[src/rtl/slow_clk_pkg.sv]
// ----------------------------------------------------------------------------
// slow_clk_pkg
// Shared definitions for the slow-clock dividers and their receive-side monitor.
//   - mon_state_e : slow_clk_monitor FSM states
//   - SLOW_HALF_PERIOD_20K / SLOW_TOL / SLOW_LOCK_COUNT : default monitor settings
//     for the 20 kHz tick clock seen from the 100 MHz CLOCK domain.
// ----------------------------------------------------------------------------
package slow_clk_pkg;

    localparam int unsigned SLOW_HALF_PERIOD_20K = 2500;
    localparam int unsigned SLOW_TOL             = 16;
    localparam int unsigned SLOW_LOCK_COUNT      = 4;

    typedef enum logic [1:0] {
        StIdle,
        StAcquire,
        StLocked,
        StFault
    } mon_state_e;

endpackage

[src/rtl/slow_clk_monitor_if.sv]
// ----------------------------------------------------------------------------
// slow_clk_monitor_if
// Bundles the slow-clock monitor's functional signals.
//   SLOW_CLK   : divided clock under test (asynchronous to CLOCK)
//   FAULT_CLR  : level, releases the monitor from FAULT
//   RISE_TICK  : one-cycle pulse per synchronized rising edge
//   FALL_TICK  : one-cycle pulse per synchronized falling edge
//   HALF_LEN   : last measured half period in CLOCK cycles
//   LOCKED     : slow clock verified in tolerance
//   FAULT      : sticky fault indication
// Modports: master drives SLOW_CLK/FAULT_CLR, slave is the monitor.
// ----------------------------------------------------------------------------
interface slow_clk_monitor_if #(
    parameter int unsigned CNT_W = 13
) ();

    logic             SLOW_CLK;
    logic             FAULT_CLR;
    logic             RISE_TICK;
    logic             FALL_TICK;
    logic [CNT_W-1:0] HALF_LEN;
    logic             LOCKED;
    logic             FAULT;

    modport master (
        output SLOW_CLK,
        output FAULT_CLR,
        input  RISE_TICK,
        input  FALL_TICK,
        input  HALF_LEN,
        input  LOCKED,
        input  FAULT
    );

    modport slave (
        input  SLOW_CLK,
        input  FAULT_CLR,
        output RISE_TICK,
        output FALL_TICK,
        output HALF_LEN,
        output LOCKED,
        output FAULT
    );

endinterface

[src/rtl/sync_edge_det.sv]
// ----------------------------------------------------------------------------
// sync_edge_det
// Three-flop synchronizer with edge decode for an asynchronous level input.
//   CLOCK    : sampling clock
//   RESET_N  : asynchronous active-low reset, all flops clear to 0
//   ASYNC_IN : asynchronous input level
//   LEVEL    : synchronized level (second flop)
//   RISE     : combinational, high for one cycle after a synchronized 0->1
//   FALL     : combinational, high for one cycle after a synchronized 1->0
// ----------------------------------------------------------------------------
module sync_edge_det (
    input  logic CLOCK,
    input  logic RESET_N,
    input  logic ASYNC_IN,
    output logic LEVEL,
    output logic RISE,
    output logic FALL
);

    // s1/s2 form the metastability filter, s3 is the one-cycle history for edges.
    logic s1_q;
    logic s2_q;
    logic s3_q;

    always_ff @(posedge CLOCK or negedge RESET_N) begin
        if (!RESET_N) begin
            s1_q <= 1'b0;
            s2_q <= 1'b0;
            s3_q <= 1'b0;
        end else begin
            s1_q <= ASYNC_IN;
            s2_q <= s1_q;
            s3_q <= s2_q;
        end
    end

    assign LEVEL = s2_q;
    assign RISE  = s2_q & ~s3_q;
    assign FALL  = ~s2_q & s3_q;

endmodule

[src/rtl/slow_clk_monitor.sv]
// ----------------------------------------------------------------------------
// slow_clk_monitor
// Synchronizes a divided clock into the CLOCK domain, emits edge ticks,
// measures each half period and tracks IDLE -> ACQUIRE -> LOCKED / FAULT.
//   CLOCK    : system clock
//   RESET_N  : asynchronous active-low reset
//   bus      : slow_clk_monitor_if.slave (SLOW_CLK, FAULT_CLR in;
//              RISE_TICK, FALL_TICK, HALF_LEN, LOCKED, FAULT out)
// Parameters: HALF_PERIOD (nominal half period), TOL (inclusive +/- window),
//   LOCK_COUNT (consecutive good halves to lock), CNT_W (counter width,
//   2**CNT_W - 1 must be >= 2*HALF_PERIOD; must match the interface's CNT_W).
// Build option: define SLOW_CLK_MON_TIMEOUT_EN to enable the stuck-clock
//   watchdog (no edge while cnt >= 2*HALF_PERIOD forces FAULT).
// All outputs are registered; they change two posedges after the posedge that
// first samples a new SLOW_CLK level.
// ----------------------------------------------------------------------------
module slow_clk_monitor
    import slow_clk_pkg::*;
#(
    parameter int unsigned HALF_PERIOD = SLOW_HALF_PERIOD_20K,
    parameter int unsigned TOL         = SLOW_TOL,
    parameter int unsigned LOCK_COUNT  = SLOW_LOCK_COUNT,
    parameter int unsigned CNT_W       = 13
) (
    input  logic               CLOCK,
    input  logic               RESET_N,
    slow_clk_monitor_if.slave  bus
);

    localparam int unsigned GW = (LOCK_COUNT < 2) ? 1 : $clog2(LOCK_COUNT + 1);
    localparam int unsigned LO_INT = (HALF_PERIOD > TOL) ? (HALF_PERIOD - TOL) : 0;

    // Window bounds are one bit wider than cnt so HALF_PERIOD+TOL never wraps.
    localparam logic [CNT_W:0] LO_BOUND = (CNT_W+1)'(LO_INT);
    localparam logic [CNT_W:0] HI_BOUND = (CNT_W+1)'(HALF_PERIOD + TOL);

    logic slow_level;
    logic edge_rise;
    logic edge_fall;
    logic edge_any;

    sync_edge_det u_sync (
        .CLOCK    (CLOCK),
        .RESET_N  (RESET_N),
        .ASYNC_IN (bus.SLOW_CLK),
        .LEVEL    (slow_level),
        .RISE     (edge_rise),
        .FALL     (edge_fall)
    );

    // The synchronized level itself is not needed; edges carry all information.
    logic unused_level;
    assign unused_level = slow_level;

    assign edge_any = edge_rise | edge_fall;

    mon_state_e        state_q, state_d;
    logic [GW-1:0]     good_q, good_d;
    logic [CNT_W-1:0]  cnt_q, cnt_d;
    logic [CNT_W-1:0]  half_len_q;
    logic              rise_q;
    logic              fall_q;
    logic              locked_q;
    logic              fault_q;

    logic [CNT_W:0]    cnt_ext;
    logic              meas_good;
    logic              clear_fire;
    logic              timeout_hit;

    assign cnt_ext    = {1'b0, cnt_q};
    assign meas_good  = (cnt_ext >= LO_BOUND) && (cnt_ext <= HI_BOUND);
    assign clear_fire = (state_q == StFault) && bus.FAULT_CLR;

`ifdef SLOW_CLK_MON_TIMEOUT_EN
    localparam logic [CNT_W:0] TIMEOUT_LIM = (CNT_W+1)'(2 * HALF_PERIOD);
    // An edge in the same cycle takes precedence over the watchdog.
    assign timeout_hit = !edge_any && (cnt_ext >= TIMEOUT_LIM);
`else
    assign timeout_hit = 1'b0;
`endif

    // Half-period counter: restarts at 1 on each edge, saturates at all-ones.
    always_comb begin
        cnt_d = cnt_q;
        if (clear_fire) begin
            cnt_d = '0;
        end else if (edge_any) begin
            cnt_d = CNT_W'(1);
        end else if (cnt_q != {CNT_W{1'b1}}) begin
            cnt_d = cnt_q + CNT_W'(1);
        end
    end

    always_comb begin
        state_d = state_q;
        good_d  = good_q;
        unique case (state_q)
            StIdle: begin
                // First edge only establishes a reference point; no measurement.
                if (edge_any) begin
                    state_d = StAcquire;
                    good_d  = '0;
                end else if (timeout_hit) begin
                    state_d = StFault;
                end
            end
            StAcquire: begin
                if (edge_any) begin
                    if (meas_good) begin
                        good_d = good_q + GW'(1);
                        if (good_q == GW'(LOCK_COUNT - 1)) begin
                            state_d = StLocked;
                        end
                    end else begin
                        good_d = '0;
                    end
                end else if (timeout_hit) begin
                    state_d = StFault;
                end
            end
            StLocked: begin
                if (edge_any) begin
                    if (!meas_good) begin
                        state_d = StFault;
                    end
                end else if (timeout_hit) begin
                    state_d = StFault;
                end
            end
            StFault: begin
                // Clear wins over a coincident edge; that edge is discarded.
                if (bus.FAULT_CLR) begin
                    state_d = StIdle;
                    good_d  = '0;
                end
            end
            default: begin
                state_d = StIdle;
                good_d  = '0;
            end
        endcase
    end

    always_ff @(posedge CLOCK or negedge RESET_N) begin
        if (!RESET_N) begin
            state_q    <= StIdle;
            good_q     <= '0;
            cnt_q      <= '0;
            half_len_q <= '0;
            rise_q     <= 1'b0;
            fall_q     <= 1'b0;
            locked_q   <= 1'b0;
            fault_q    <= 1'b0;
        end else begin
            state_q  <= state_d;
            good_q   <= good_d;
            cnt_q    <= cnt_d;
            rise_q   <= edge_rise;
            fall_q   <= edge_fall;
            locked_q <= (state_d == StLocked);
            fault_q  <= (state_d == StFault);
            if (edge_any && (state_q != StIdle)) begin
                half_len_q <= cnt_q;
            end
        end
    end

    assign bus.RISE_TICK = rise_q;
    assign bus.FALL_TICK = fall_q;
    assign bus.HALF_LEN  = half_len_q;
    assign bus.LOCKED    = locked_q;
    assign bus.FAULT     = fault_q;

endmodule
[src/flat_wrapper.sv]
// flat-port wrapper written by rule: the top's interface ports become plain ports
module slow_clk_monitor_flat import slow_clk_pkg::*;
#(
    parameter int unsigned HALF_PERIOD = SLOW_HALF_PERIOD_20K,
    parameter int unsigned TOL         = SLOW_TOL,
    parameter int unsigned LOCK_COUNT  = SLOW_LOCK_COUNT,
    parameter int unsigned CNT_W       = 13
)
  (CLOCK, RESET_N, bus_SLOW_CLK, bus_FAULT_CLR, bus_RISE_TICK, bus_FALL_TICK, bus_HALF_LEN, bus_LOCKED, bus_FAULT);
  slow_clk_monitor_if #(.CNT_W(CNT_W)) bus_i ();
  input  logic CLOCK;
  input  logic RESET_N;
  input wire logic [$bits(bus_i.SLOW_CLK)-1:0] bus_SLOW_CLK;
  input wire logic [$bits(bus_i.FAULT_CLR)-1:0] bus_FAULT_CLR;
  output wire logic [$bits(bus_i.RISE_TICK)-1:0] bus_RISE_TICK;
  output wire logic [$bits(bus_i.FALL_TICK)-1:0] bus_FALL_TICK;
  output wire logic [$bits(bus_i.HALF_LEN)-1:0] bus_HALF_LEN;
  output wire logic [$bits(bus_i.LOCKED)-1:0] bus_LOCKED;
  output wire logic [$bits(bus_i.FAULT)-1:0] bus_FAULT;
  assign bus_i.SLOW_CLK = bus_SLOW_CLK;
  assign bus_i.FAULT_CLR = bus_FAULT_CLR;
  assign bus_RISE_TICK = bus_i.RISE_TICK;
  assign bus_FALL_TICK = bus_i.FALL_TICK;
  assign bus_HALF_LEN = bus_i.HALF_LEN;
  assign bus_LOCKED = bus_i.LOCKED;
  assign bus_FAULT = bus_i.FAULT;
  slow_clk_monitor #(.HALF_PERIOD(HALF_PERIOD), .TOL(TOL), .LOCK_COUNT(LOCK_COUNT), .CNT_W(CNT_W)) u_core (.CLOCK(CLOCK), .RESET_N(RESET_N), .bus(bus_i));
endmodule
[config.mk]
export PLATFORM = sky130hd
export DESIGN_NAME = slow_clk_monitor_flat
export DESIGN_NICKNAME = d
export VERILOG_FILES = /design/src/rtl/slow_clk_pkg.sv /design/src/rtl/slow_clk_monitor_if.sv /design/src/rtl/sync_edge_det.sv /design/src/rtl/slow_clk_monitor.sv /design/src/flat_wrapper.sv
export SDC_FILE = /design/constraint.sdc
export NUM_CORES = 1
export LEC_CHECK = 0
export ABC_CLOCK_PERIOD_IN_PS = 3300
export CAP_MARGIN = 5
export CORE_MARGIN = 2
export CORE_UTILIZATION = 40
export DETAILED_ROUTE_END_ITERATION = 8
export GPL_TIMING_DRIVEN = 1
export SLEW_MARGIN = 20
export SYNTH_ARGS = -nofsm -noshare
export SYNTH_HDL_FRONTEND = slang
export SYNTH_HIERARCHICAL = 1
export SYNTH_SLANG_ARGS = --single-unit
[constraint.sdc]
create_clock -name CLOCK -period 3.3 [get_ports CLOCK]
set_input_delay 0.825 -clock CLOCK [delete_from_list [all_inputs] [get_ports CLOCK]]
set_output_delay 0.825 -clock CLOCK [all_outputs]
set_load 0.02 [all_outputs]
# Word level (Yosys, flattened, before mapping)
# Cells that the tools add are included.
[word_totals] mem_bits_ro=0 ramBits=0 ff_bits=38 elab_cells=54 output_inout_bits=17 memories=0 latchBits=0
[classes] mul=0 n_shift=0 mux=16 n_div=0 n_reduce_logical=8 order_cmp=2 add_sub_neg=2 bitwise_logic=5 n_eq_ne=10
[op_table] cell="$mux 13" n=3
[op_table] cell="$mux 2" n=7
[op_table] cell="$add 13x1->13 const B" n=1
[op_table] cell="$ge 13x12->1 const B" n=1
[op_table] cell="$le 13x12->1 const B" n=1
[op_table] cell="$ne 13x13->1 const B" n=1
[op_table] cell="$mux 3" n=4
[op_table] cell="$pmux 3 s3" n=1
[op_table] cell="$eq 2x2->1 const B" n=4
[op_table] cell="$pmux 2 s4" n=1
[op_table] cell="$reduce_bool 3->1" n=2
[op_table] cell="$ne 2x1->1 const B" n=2
[op_table] cell="$reduce_and 4->1" n=1
[op_table] cell="$add 3x1->3 const B" n=1
[op_table] cell="$eq 3x2->1 const B" n=1
[op_table] cell="$logic_and 1x1->1" n=3
[op_table] cell="$and 1x1->1" n=2
[op_table] cell="$eq 2x1->1 const B" n=1
[op_table] cell="$logic_not 2->1" n=1
[op_table] cell="$ne 2x2->1 const B" n=1
[op_table] cell="$not 1->1" n=2
[op_table] cell="$reduce_bool 2->1" n=1
[op_table] cell="$or 1x1->1" n=1

# Depth between registers and ports, before layout
[depth] ltp_word=6 mapped_depth=6 ltp_nobuf=5

# Modules after synthesis
# Netlist, hierarchy kept.
[modules_own_cells] module="slow_clk_monitor" area_each_um2=1701.6 cells_per_inst=158 instances=1
[modules_own_cells] module="sync_edge_det" area_each_um2=90.1 cells_per_inst=5 instances=1

# Worst setup path before layout
# No wires, ideal clock.
[synth_path] path_kind="flip-flop to flip-flop" from="register u_core.cnt_q[1]" to="register u_core.cnt_q[1]" setup_slack_ps=1736 path_buffers=1 path_stages_with_launch=7 setup_ps=122 required_ps=3178 arrival_ps=1443 cell_sequence="dfrtp_1 ha_1 inv_1 nor4_4 buf_6 mux2i_1 nor2_1"
[synth_between] elab_chain_len=4 elab_cells_between_ends=6
[synth_rtl] item="from (decl)" line_no="slow_clk_monitor.sv:59" source="logic [CNT_W-1:0] cnt_q, cnt_d;"
[synth_rtl] item="from (signal assigned)" line_no="slow_clk_monitor.sv:158" source="cnt_q <= cnt_d;"
[synth_rtl] item="$add 13x1->13" line_no="slow_clk_monitor.sv:91" source="cnt_d = cnt_q + CNT_W'(1);"
[synth_rtl] item="$mux 13" line_no="slow_clk_monitor.sv:90" source="end else if (cnt_q != {CNT_W{1'b1}}) begin"
[synth_rtl] item="$mux 13" line_no="slow_clk_monitor.sv:88" source="end else if (edge_any) begin"
[synth_rtl] item="$mux 13" line_no="slow_clk_monitor.sv:86" source="if (clear_fire) begin"
# Parallel ways exist; a longest one is shown, timed or not. The select of a mux whose other input is x is not followed.
# A chain may end at the register's enable or synchronous reset.

# Final worst setup path
[layout_path] from="register u_core.half_len_q[0] (netlist: u_core/bus.HALF_LEN[0])" to="output port bus_HALF_LEN[0]"
[layout_rtl] item="from (decl)" line_no="slow_clk_monitor.sv:60" source="logic [CNT_W-1:0] half_len_q;"
[layout_rtl] item="from (signal assigned)" line_no="slow_clk_monitor.sv:164" source="half_len_q <= cnt_q;"
[layout_rtl] item="to (decl)" line_no="flat_wrapper.sv:17" source="output wire logic [$bits(bus_i.HALF_LEN)-1:0] bus_HALF_LEN;"
# No word-level cell between the ends.

==> flow_summary.json <==
{
  "startpoint_type": "register",
  "rows": 24,
  "h-tree-depth": 2,
  "postCtsSetupRepairBufs": 0,
  "die_y_um": 70.9,
  "place_area_um2": 2020,
  "place_hpwl_um": 2540,
  "synthTopCellsByArea": "dfrtp_1, mux2_2, o21ai_0",
  "wl_per_cell_um": 15.1,
  "cts_max_path_buffers": 2,
  "maxCapViolCount": 0,
  "nets": 193,
  "p_leak_nw": 0.923,
  "hold_viol": 0,
  "dieArea_um2": 5030,
  "grt_max_degree": 39,
  "synth-seq-cells": 38,
  "synth-async-reset-ratio_pct": 100,
  "maxSlewHeadroom_pct": 44.2,
  "r2r_end": "u_core/cnt_q[5]",
  "grt_setup_unrepaired": "no",
  "coreArea_um2": 4320,
  "hold_end": "u_core/u_sync/LEVEL",
  "synth_most_common_cell": "dfrtp_1",
  "gp_congestion": 0.890,
  "hp-class": "reg2reg",
  "ys_seq_area_share_pct": 53.1,
  "clk_pin_slew_ns": 0.07,
  "io_buffers": 20,
  "cts_buffers": 5,
  "dp.cells": 230,
  "critical_path_arrival_ns": 1.25,
  "slowest_delay_ns": 0.61,
  "cts_tree": "built",
  "drt_wl_total_um": 3580,
  "yosys-top-cells-count": "dfrtp_1, nand2_1, o21ai_0",
  "drive_above_1_share_pct": 14.0,
  "setup_viol": 0,
  "ant_nets": 0,
  "status": "completed",
  "yosys_warnings": 6,
  "max_freq_mhz": 482,
  "postCtsHoldBufs": 0,
  "clock_skew_ns": 0.00514,
  "dr_total_vias": 1302,
  "post-route-period-util_pct": 62.9,
  "cts_resized": 0,
  "antenna_found_initial": 0,
  "end_kind": "output port",
  "drt_iter0_markers": 66,
  "whs_ns": 0.356,
  "die_x_um": 70.9,
  "synth_edf_count": 0,
  "p_per_area_nw_per_um2": 469,
  "tns_ns": 0,
  "clk_latency_ns": 0.29,
  "worstHoldPathCells": 0,
  "crit_required_ns": 2.47,
  "cts-root-buf": "clkbuf_8",
  "clkSinkCount": 38,
  "synth_top_cell_by_area": "dfrtp_1",
  "syn_nets": 171,
  "grt.total_usage_pct": 15.7,
  "r2r_slack_ns": 1.27,
  "syn_to_final_growth_pct": 18.9,
  "cp_top_family": "buffers and inverters",
  "path_cells": "clkdlybuf4s50_1",
  "syn_avg_cell_area_um2": 11.0,
  "drtPass1Iterations": 4,
  "start_util_pct": 41.4,
  "r2r_cells": 5,
  "n_antenna_cell": 0,
  "final_cell_area_um2": 2130,
  "cpMaxStageDelayCell": "clkdlybuf4s50_1",
  "crit_type": "reg2out",
  "grt_pass1_wl_um": 6060,
  "avgViaCountPerCell": 5.47,
  "worstSetupPathDepth": 1,
  "grt_overflow_total": 0,
  "pin_count": 21,
  "drc": 0,
  "worst_pin_slew_ns": 0.836,
  "final_cell_count_no_fill": 238,
  "reg2reg_from": "u_core/cnt_q[1]",
  "period_needed_ns": 2.08,
  "path_max_fanout": 2,
  "drv_slew": 0,
  "ys.flop_type": "dfrtp_1",
  "hp-start": "u_core/u_sync/s1_q",
  "yosys.area.top_type_share_pct": 53.1,
  "yosysUniqueCellTypes": 44,
  "synth.cell_area_um2": 1790,
  "path_buf_inv": 1,
  "synth_cells": 163,
  "ir_drop_mv": 0.313,
  "grt_pass1_vias": 1246
}
-- per-stage QoR --
stage	setup slack, ns	total power, mW	utilization, %
floorplan	1.74	0.575	-
global placement	1.29	0.626	46.7
detailed placement	1.27	0.628	46.7
CTS	1.20	1.02	49.2
global route	1.13	1.05	49.2
finish	1.22	1.00	49.2
-- area by class of cell --
| class | count | area (um^2) |
|---|---|---|
| inverter | 6 | 22.5 |
| timing repair buffer | 20 | 195 |
| multi-input combinational | 114 | 787 |
| clock inverter | 3 | 40.0 |
| sequential | 38 | 951 |
| tap | 52 | 65.1 |
| fill | 418 | 2190 |
| clock buffer | 5 | 68.8 |
-- layout by cell type, fill, tap and decap left out, types with 2 or more instances in the layout --
| master | netlist | routed |
|---|---|---|
| clkdlybuf4s50_1 | 0 | 19 |
| dfrtp_1 | 38 | 38 |
| and3_1 | 3 | 3 |
| and2_1 | 2 | 2 |
| nand3_1 | 6 | 6 |
| or3_1 | 7 | 7 |
| mux2i_1 | 2 | 2 |
| nand2_1 | 15 | 15 |
| nor3_1 | 3 | 3 |
| o32ai_1 | 3 | 3 |
| ha_1 | 4 | 4 |
| o21ai_0 | 12 | 12 |
| nor2_1 | 6 | 6 |
| inv_1 | 6 | 6 |
| o21a_1 | 2 | 2 |
| clkinv_2 | 0 | 2 |
| a21oi_1 | 8 | 8 |
| nand2b_1 | 4 | 4 |
| mux2_2 | 10 | 10 |
| a31oi_1 | 4 | 4 |
| clkbuf_8 | 0 | 5 |
| nand4_1 | 2 | 2 |
-- state kept, by name, indices dropped and copies added, names as in the netlist, 2 cells and up --
| name | count |
|---|---|
| u_core/bus.HALF_LEN | 13 |
| u_core/cnt_q | 13 |
| u_core/good_q | 3 |
| u_core/state_q | 2 |
-- report_power, final --
part	internal (mW)	switching (mW)	leakage (nW)	total (mW)
combinational	0.0441	0.0620	0.358	0.106
clock	0.222	0.160	0.0579	0.382
sequential	0.486	0.0251	0.507	0.511
total	0.753	0.247	0.923	1.00
-- per-layer routing --
layer / vias up / GRT usage, % / wire (um)
li1: 636 / - / -
met1: 623 / 21.1 / 1670
met2: 36 / 23.9 / 1690
met3: 7 / 3.70 / 140
met4: 0 / 7.55 / 82
met5: - / 0 / 0
-- worst max path at each step --
stage / slack (ns) / end / from
2_1_floorplan: 1.74 / u_core/cnt_q[1] / u_core/cnt_q[1]
3_3_place_gp: 1.29 / u_core/cnt_q[11] / bus_FAULT_CLR
3_5_place_dp: 1.27 / u_core/cnt_q[11] / bus_FAULT_CLR
4_1_cts: 1.20 / bus_HALF_LEN[0] / u_core/bus.HALF_LEN[0]
5_1_grt: 1.13 / u_core/cnt_q[7] / u_core/cnt_q[1]
6_report: 1.22 / bus_HALF_LEN[0] / u_core/bus.HALF_LEN[0]
-- logic make-up after synthesis --
family | synth area share [%]
adder cells (fa/ha/maj) | 2.79
XOR/XNOR | 0.489
AO/OA/AOI/OAI | 14.2
buffers and inverters | 3.00
flip-flops | 53.1
AND/OR/NAND/NOR | 19.0
multiplexers | 7.40
No activity file was read; power rests on OpenSTA's default activity.
